**src/rtl/keccak_pkg.sv**
```systemverilog
// Shared constants, rate presets and FSM encoding for the Keccak squeeze path.
// Imported by the squeeze controller, its stream interface and store64.
package keccak_pkg;

   localparam int BW_DATA = 64;
   localparam int N_LANE  = 25;
   localparam int BW_IDX  = 5;
   localparam int BW_LEN  = 16;

   localparam int RATE_SHAKE128 = 21;
   localparam int RATE_SHAKE256 = 17;
   localparam int RATE_SHA3_256 = 17;
   localparam int RATE_SHA3_512 = 9;

   typedef enum logic [1:0] {
      ST_IDLE  = 2'd0,
      ST_EMIT  = 2'd1,
      ST_PERM  = 2'd2,
      ST_DRAIN = 2'd3
   } sq_state_e;

   // Legal rates are 1..N_LANE lanes.
   function automatic logic rate_legal(input logic [BW_IDX-1:0] r);
      return (r != '0) && (r <= BW_IDX'(N_LANE));
   endfunction

endpackage

```
**src/rtl/keccak_squeeze_ctrl_if.sv**
```systemverilog
// Valid/ready word stream carrying squeezed 64-bit output words.
// master: data, valid out / ready in; slave: the reverse.
interface keccak_squeeze_ctrl_if;
   import keccak_pkg::*;

   logic [BW_DATA-1:0] data;
   logic               valid;
   logic               ready;

   modport master (
      output data,
      output valid,
      input  ready
   );

   modport slave (
      input  data,
      input  valid,
      output ready
   );

endinterface

```
**src/rtl/keccak_squeeze_ctrl_store64.sv**
```systemverilog
// store64: little-endian byte swap of one 64-bit lane.
// i_data: lane as held in the state; o_data: lane with byte order reversed.
module store64
   import keccak_pkg::*;
(
   input  logic [BW_DATA-1:0] i_data,
   output logic [BW_DATA-1:0] o_data
);

   always_comb begin
      o_data = '0;
      for (int i = 0; i < BW_DATA / 8; i++) begin
         o_data[8*i +: 8] = i_data[BW_DATA-8-8*i +: 8];
      end
   end

endmodule

```
**src/rtl/keccak_squeeze_ctrl.sv**
```systemverilog
// Squeeze-phase sequencer: reads rate lanes, byte-swaps them, streams words,
// requests permutations between rate blocks and pulses o_done at the end.
// Ports: i_clk/i_rst, start/rate/nwords command, o_busy, state read port
// (o_lane_idx/i_lane_data), permutation handshake, o_done, out_if stream.
module keccak_squeeze_ctrl
   import keccak_pkg::*;
(
   input  logic               i_clk,
   input  logic               i_rst,
   input  logic               i_start,
   input  logic [BW_IDX-1:0]  i_rate_lanes,
   input  logic [BW_LEN-1:0]  i_nwords,
   output logic               o_busy,
   output logic [BW_IDX-1:0]  o_lane_idx,
   input  logic [BW_DATA-1:0] i_lane_data,
   output logic               o_perm_start,
   input  logic               i_perm_done,
   output logic               o_done,
   keccak_squeeze_ctrl_if.master out_if
);

   sq_state_e          state_q, state_d;
   logic [BW_IDX-1:0]  rate_q, rate_d;
   logic [BW_LEN-1:0]  remain_q, remain_d;
   logic [BW_IDX-1:0]  lane_idx_q, lane_idx_d;
   logic               busy_q, busy_d;
   logic               perm_start_q, perm_start_d;
   logic [BW_DATA-1:0] data_q, data_d;
   logic               valid_q, valid_d;
   logic               done_q, done_d;

   logic [BW_DATA-1:0] lane_swapped;
   logic               slot_free;
   logic               accept;

   store64 u_store64 (
      .i_data (i_lane_data),
      .o_data (lane_swapped)
   );

   assign slot_free = !valid_q || out_if.ready;
   assign accept    = i_start && !busy_q && rate_legal(i_rate_lanes);

   always_comb begin
      state_d      = state_q;
      rate_d       = rate_q;
      remain_d     = remain_q;
      lane_idx_d   = lane_idx_q;
      busy_d       = busy_q;
      perm_start_d = 1'b0;
      data_d       = data_q;
      valid_d      = valid_q;
      done_d       = 1'b0;

      // Pending word leaves on handshake in any state; a load below
      // overrides this in the same cycle.
      if (valid_q && out_if.ready) begin
         valid_d = 1'b0;
      end

      // busy stays up through the o_done cycle, drops right after.
      if (done_q) begin
         busy_d = 1'b0;
      end

      unique case (state_q)
         ST_IDLE: begin
            if (state_q == ST_IDLE && accept) begin
               rate_d     = i_rate_lanes;
               remain_d   = i_nwords;
               lane_idx_d = '0;
               busy_d     = 1'b1;
               state_d    = (i_nwords == '0) ? ST_DRAIN : ST_EMIT;
            end
         end
         ST_EMIT: begin
            if (slot_free) begin
               data_d     = lane_swapped;
               valid_d    = 1'b1;
               remain_d   = remain_q - BW_LEN'(1);
               lane_idx_d = lane_idx_q + BW_IDX'(1);
               if (remain_q == BW_LEN'(1)) begin
                  state_d = ST_DRAIN;
               end else if (lane_idx_q == rate_q - BW_IDX'(1)) begin
                  state_d      = ST_PERM;
                  lane_idx_d   = '0;
                  perm_start_d = 1'b1;
               end
            end
         end
         ST_PERM: begin
            // Completion is only looked at after the request cycle.
            if (!perm_start_q && i_perm_done) begin
               state_d = ST_EMIT;
            end
         end
         ST_DRAIN: begin
            if (slot_free) begin
               done_d  = 1'b1;
               state_d = ST_IDLE;
            end
         end
         default: begin
            state_d = ST_IDLE;
         end
      endcase
   end

   always_ff @(posedge i_clk) begin
      if (i_rst) begin
         state_q      <= ST_IDLE;
         rate_q       <= '0;
         remain_q     <= '0;
         lane_idx_q   <= '0;
         busy_q       <= 1'b0;
         perm_start_q <= 1'b0;
         data_q       <= '0;
         valid_q      <= 1'b0;
         done_q       <= 1'b0;
      end else begin
         state_q      <= state_d;
         rate_q       <= rate_d;
         remain_q     <= remain_d;
         lane_idx_q   <= lane_idx_d;
         busy_q       <= busy_d;
         perm_start_q <= perm_start_d;
         data_q       <= data_d;
         valid_q      <= valid_d;
         done_q       <= done_d;
      end
   end

   assign o_busy       = busy_q;
   assign o_lane_idx   = lane_idx_q;
   assign o_perm_start = perm_start_q;
   assign o_done       = done_q;
   assign out_if.data  = data_q;
   assign out_if.valid = valid_q;

   a_hold: assert property (@(posedge i_clk) disable iff (i_rst)
      valid_q && !out_if.ready |=> valid_q && $stable(data_q));

   a_perm_pulse: assert property (@(posedge i_clk) disable iff (i_rst)
      perm_start_q |=> !perm_start_q);

endmodule

```
**src/flat_wrapper.sv**
```systemverilog
// flat-port wrapper written by rule: the top's interface ports become plain ports
module keccak_squeeze_ctrl_flat import keccak_pkg::*;
  (i_clk, i_rst, i_start, i_rate_lanes, i_nwords, o_busy, o_lane_idx, i_lane_data, o_perm_start, i_perm_done, o_done, out_if_data, out_if_valid, out_if_ready);
  keccak_squeeze_ctrl_if out_if_i ();
  input  logic i_clk;
  input  logic i_rst;
  input  logic i_start;
  input  logic [BW_IDX-1:0] i_rate_lanes;
  input  logic [BW_LEN-1:0] i_nwords;
  output logic o_busy;
  output logic [BW_IDX-1:0] o_lane_idx;
  input  logic [BW_DATA-1:0] i_lane_data;
  output logic o_perm_start;
  input  logic i_perm_done;
  output logic o_done;
  output wire logic [$bits(out_if_i.data)-1:0] out_if_data;
  output wire logic [$bits(out_if_i.valid)-1:0] out_if_valid;
  input wire logic [$bits(out_if_i.ready)-1:0] out_if_ready;
  assign out_if_data = out_if_i.data;
  assign out_if_valid = out_if_i.valid;
  assign out_if_i.ready = out_if_ready;
  keccak_squeeze_ctrl u_core (.i_clk(i_clk), .i_rst(i_rst), .i_start(i_start), .i_rate_lanes(i_rate_lanes), .i_nwords(i_nwords), .o_busy(o_busy), .o_lane_idx(o_lane_idx), .i_lane_data(i_lane_data), .o_perm_start(o_perm_start), .i_perm_done(i_perm_done), .o_done(o_done), .out_if(out_if_i));
endmodule
```
**config.mk**
```make
export PLATFORM = sky130hd
export DESIGN_NAME = keccak_squeeze_ctrl_flat
export DESIGN_NICKNAME = d
export VERILOG_FILES = /design/src/rtl/keccak_pkg.sv /design/src/rtl/keccak_squeeze_ctrl_if.sv /design/src/rtl/keccak_squeeze_ctrl_store64.sv /design/src/rtl/keccak_squeeze_ctrl.sv /design/src/flat_wrapper.sv
export SDC_FILE = /design/constraint.sdc
export NUM_CORES = 1
export LEC_CHECK = 0
export CAP_MARGIN = 20
export CORE_MARGIN = 2
export CORE_UTILIZATION = 40
export DETAILED_ROUTE_END_ITERATION = 8
export MAX_ROUTING_LAYER = met4
export PLACE_DENSITY = 0.77
export SETUP_SLACK_MARGIN = 0.5
export SYNTH_ARGS = -nofsm -noshare
export SYNTH_HDL_FRONTEND = slang
export SYNTH_SLANG_ARGS = --single-unit
```
**constraint.sdc**
```tcl
create_clock -name i_clk -period 2.04 [get_ports i_clk]
set_clock_uncertainty 0.1 [all_clocks]
set_input_delay 0.306 -clock i_clk [delete_from_list [all_inputs] [get_ports i_clk]]
set_output_delay 0.306 -clock i_clk [all_outputs]
set_load 0.1 [all_outputs]
```
Word level (Yosys, flattened, before mapping) --
Index checks and enable logic that the tools add are counted.
Operators by class: muxes and demuxes 24, add/subtract/negate cells 3, reductions and logical operators 20, magnitude comparators 1, eq/ne operators 10, bitwise logic cells 3
Operator list (number):
- $mux 16 | 2
- $pmux 16 s2 | 1
- $mux 5 | 4
- $eq 16x1->1 const B | 1
- $logic_not 16->1 | 1
- $sub 16x1->16 const B | 1
- $mux 2 | 7
- $pmux 5 s2 | 1
- $mux 1 | 8
- $pmux 2 s4 | 1
- $logic_and 1x1->1 | 6
- $ne 2x1->1 const B | 3
- $add 5x1->5 const B | 1
- $eq 5x5->1 | 1
- $le 5x5->1 const B | 1
- $reduce_and 5->1 | 1
- $reduce_bool 5->1 | 1
- $sub 5x1->5 const B | 1
- $eq 2x2->1 const B | 2
- $reduce_and 2->1 | 2
- $reduce_or 4->1 | 1
- $logic_not 1->1 | 3
- $ne 3x1->1 const B | 1
- $not 1->1 | 3
- other kinds (7) | 7
Word-level totals: bits of input ports 90, bits in registers 96, logic and storage cells 70, output and inout port bits 73

Logic depth before layout (Yosys ltp) --
word-level depth 6, mapped depth 8, gate-level depth less buffers 8

Cells and area by module --
A second synthesis with hierarchy kept.
Unflattened totals: cells, all modules 589, area, all modules 4614.4 sq um
By module, submodules not included:
- keccak_squeeze_ctrl | area an instance 4134.0 sq um, sequential area each 1921.8 sq um, times used 1, cells an instance 525
- store64 | area an instance 480.5 sq um, sequential area each 0.0 sq um, times used 1, cells an instance 64

Worst setup path after synthesis --
OpenSTA, ideal clock, no wires.
kind reg2reg, start point register u_core.lane_idx_q[2], in the netlist u_core.o_lane_idx[2], end point register u_core.lane_idx_q[0], in the netlist u_core.o_lane_idx[0], required time 1812 ps, arrival time 2295 ps, setup time 128 ps, buffers on the path 1, period minus slack after synthesis 2523 ps, stages on the path, launching flop included 8, path slack -483 ps, cell sequence dfxtp_1 > buf_2 > and3_1 > o2bb2ai_1 > a2111oi_4 > nand2_2 > a22oi_1 > nor2_1
On the way: word-level cells in the longest chain between the ends 5
RTL lines:
- from (decl) | RTL line keccak_squeeze_ctrl.sv:25 | logic [BW_IDX-1:0] lane_idx_q, lane_idx_d;
- from (signal assigned) | RTL line keccak_squeeze_ctrl.sv:124 | lane_idx_q <= lane_idx_d;
- $eq 5x5->1 | RTL line keccak_squeeze_ctrl.sv:84 | end else if (lane_idx_q == rate_q - BW_IDX'(1)) begin
- $mux 5 | RTL line keccak_squeeze_ctrl.sv:84
- $mux 5 | RTL line keccak_squeeze_ctrl.sv:82 | if (remain_q == BW_LEN'(1)) begin
- $mux 5 | RTL line keccak_squeeze_ctrl.sv:77 | if (slot_free) begin
- $pmux 5 s2 | RTL line keccak_squeeze_ctrl.sv:66 | unique case (state_q)
No other way between the ends. The select of a mux whose other input is x is not followed. A chain may end at the register's enable or synchronous reset.

Worst setup path in the final report --
start point register u_core.remain_q[1], end point register u_core.remain_q[10]
On the way: word-level cells in the longest chain between the ends 3
RTL lines:
- from (decl) | RTL line keccak_squeeze_ctrl.sv:24 | logic [BW_LEN-1:0] remain_q, remain_d;
- from (signal assigned) | RTL line keccak_squeeze_ctrl.sv:123 | remain_q <= remain_d;
- $sub 16x1->16 | RTL line keccak_squeeze_ctrl.sv:80 | remain_d = remain_q - BW_LEN'(1);
- $mux 16 | RTL line keccak_squeeze_ctrl.sv:77
- $pmux 16 s2 | RTL line keccak_squeeze_ctrl.sv:66
No other way between the ends. The select of a mux whose other input is x is not followed.

==> qor.txt <==
Post-CTS Hold Buffers: 0
Nets@finish: 823
CP Max Fanout: 3
Number of remaining DRC errors: 0
I/O pins: 163
NetSw: 2.40 mW
Reg-to-reg critical path startpoint: u_core.remain_q[1]
DR pass1 iterations: 7
Deepest clock path buffer count: 2
Worst Hold Class: in -> reg
Most frequent cells in the layout: 146 x nand2_1, 113 x buf_4, 82 x clkdlybuf4s50_1, 81 x dfxtp_1, 76 x a21oi_1
Reg power frac: 0.362
Fill cells: 819
Clk root buf: clkbuf_8
Tot Pwr: 5.98 mW
Placed cell area: 0.00599 mm2
CTS Sinks: 96
Share of cells above drive strength 1: 0.332
Die Wd: 107 um
Internal Power: 3.59 mW
Synth top area share: 0.457
Final setup violation count: 0
Hold_sp: i_rate_lanes[0]
GRT Residual Overflow: 0
Worst-Skew Late Latency: 0.36 ns
Routed WL: 13.4 mm
Pleak: 2.70 nW
Die ar.: 0.0114 mm2
Final critical-path required period: 1.98 ns
Hold WS: 0.0960 ns
Global-route wire length before repair: 19.9 mm
Logic pwr share: 0.424
Proportion of power drawn by the clock network: 0.214
Period utilisation layout: 0.969
Drt wl/cell: 15.4 um
Area Growth Syn to Fin: 62.6%
CTS tree: yes
Power density over cell area: 875 mW/mm2
Worst EP required: 2.18 ns
Worst Hold Depth: 3
Critical setup path kind: reg -> reg
M1 GR Usage: 0.265
TritonCTS Buffers: 9
Placer Congestion: 0.818
Largest net degree at the start of global routing: 65
Max-Slew Margin vs Limit: 0.580
Netlist cell types: 55
H-tree depth: 3
Tot GR Track Use: 0.222
Post-route cell area: 0.00684 mm2
Synth Area per Inst: 7.89 um2
Slew Limit Fails: 0
Vias: 4513
Cell taking the most area after synthesis: dfxtp_1
Post-synth EDFFs: 0
Yosys reg bits: 96
Syn. warnings: 0
Clk slew on worst S/H paths: 0.10 ns
Crit. Startpoint: u_core.remain_q[1]
Antenna diode instance count: 0
Critical path launch point type: register
Post-Syn Nets: 627
Hpwl dp: 8.51 mm
Commonest non-fill, non-tap cell in the layout: nand2_1
F_max: 506 MHz
RSZ-0062 raised after global routing: yes
Dominant synthesized flop cell: dfxtp_1
Placed instance count: 826
Antenna violations before repair: 0
Worst slew pin tran: 0.624 ns
Worst setup EP type: register
Area of the core: 0.0103 mm2
Die Height: 107 um
Rows: 37
Vias in the first global route: 4306
Final hold vios: 0
Fraction of registers with async set/reset: 0
Met3 Use GR: 0.0570
Top cells by area, synth: dfxtp_1 46%, nand2_1 13%, a21oi_1 10%
Starting Density: 0.409
Outcome: finished, final reports clean
Layout Cells excl Fill: 870
Via density: 5.19
Initial DRC Count: 162
Arrival @ worst endpoint: 2.11 ns
Port Buf Inserts: 162
Worst r2r path cells: 9
Synthesized cell area: 0.00421 mm2
Routed Antenna Nets: 0
Max Cap Viol: 0
Grt met2 use: 0.363
GRT busiest layer: met2
Cells after Synth: 533
Post-synthesis sequential area ratio: 0.457
Sw frac: 0.401
VDD IR-drop max: 0.000529 V
Yosys cell counts, types with 4 or more instances:
| cell type | number |
|---|---|
| nand2_1 | 149 |
| dfxtp_1 | 96 |
| a21oi_1 | 87 |
| nor2_1 | 37 |
| clkbuf_1 | 17 |
| buf_2 | 12 |
| inv_1 | 9 |
| nor3_1 | 9 |
| o21ai_0 | 9 |
| nand3_1 | 7 |
| nor4_1 | 7 |
| a22oi_1 | 6 |
| buf_1 | 5 |
| o21ai_1 | 5 |
| a211oi_2 | 4 |
| a31oi_1 | 4 |
| ha_1 | 4 |
| nor2b_1 | 4 |
| xnor2_1 | 4 |
power groups by stage:
stage | sequential [mW] | combinational, mW | clock [mW]
floorplan | 2.89 | 0.760 | 0
global placement | 2.18 | 2.02 | 0
detailed placement | 2.19 | 2.05 | 0
CTS | 2.16 | 2.28 | 1.31
global route | 2.19 | 2.67 | 1.38
finish | 2.17 | 2.54 | 1.28
critical path: stages, from the launching register on:
cell and delay (ns):
dfxtp_2 0.34, buf_6 0.12, inv_4 0.07, ha_4 0.13, nor3b_4 0.18, nand2_1 0.10, or4_4 0.43, a21o_1 0.19
a22oi_1 0.14, nor2_1 0.06
metal layers:
metal,vias to the layer above,wire (um)
met5,-,0
met4,0,308
met3,25,867
met2,166,6760
met1,2102,5500
li1,2220,-
timing repair:
| item | 4_1_cts | 5_1_grt |
|---|---|---|
| gates resized for setup | 73 | 43 |
| buffers inserted | 11 | 14 |
| gates cloned | 1 | 2 |
| endpoints found under the setup margin | 94 | 91 |
| pin swaps | 21 | 34 |
cell families after synthesis:
| group | Yosys count | share of synthesized area |
|---|---|---|
| muxes | 3 | 0.00714 |
| xor gates and xnor gates | 6 | 0.0125 |
| and+or+nand+nor | 236 | 0.250 |
| adders and majority gates | 4 | 0.0119 |
| DFF | 96 | 0.457 |
| AOI/OAI and AO/OA | 142 | 0.211 |
| buffers and inverters | 46 | 0.0500 |
state kept, by name, indices dropped and copies added (netlist names):
signal / cells
u_core.rate_q: 5
u_core.o_lane_idx: 5
u_core.remain_q: 16
u_core.o_busy: 1
u_core.state_q: 2
u_core.out_if.data: 64
u_core.out_if.valid: 1
u_core.o_done: 1
u_core.o_perm_start: 1
final cells by class:
class                           instances  area [um2]  share of cell area
Inverter                                9        36.3             0.00530
Multi-Input combinational cell        391        2430               0.356
Clock buffer                           11         174              0.0254
Sequential cell                        96        1970               0.287
Clock inverter                          5        33.8             0.00494
Tap cell                              136         170              0.0249
Timing Repair Buffer                  222        2030               0.297
through the flow:
step / util / setup WS [ns] / TNS [ns]
2_1_floorplan: - / 0.153 / 0
5_1_grt: 0.666 / -0.0682 / -0.0722
6_report: 0.666 / 0.0624 / 0
3_3_place_gp: 0.583 / -0.362 / -8.06
4_1_cts: 0.633 / -0.0328 / -0.0652
3_5_place_dp: 0.583 / -0.395 / -9.07
path summary, 6_finish.rpt:
check / end / slack (ns)
worst max-delay path: u_core.remain_q[10] / 0.06
worst min-delay path: u_core.rate_q[0] / 0.1
worst max register to register: u_core.remain_q[10] / 0.06
worst min register to register: u_core.out_if.data[29] / 0.36
No activity file was read; power rests on OpenSTA's default activity.
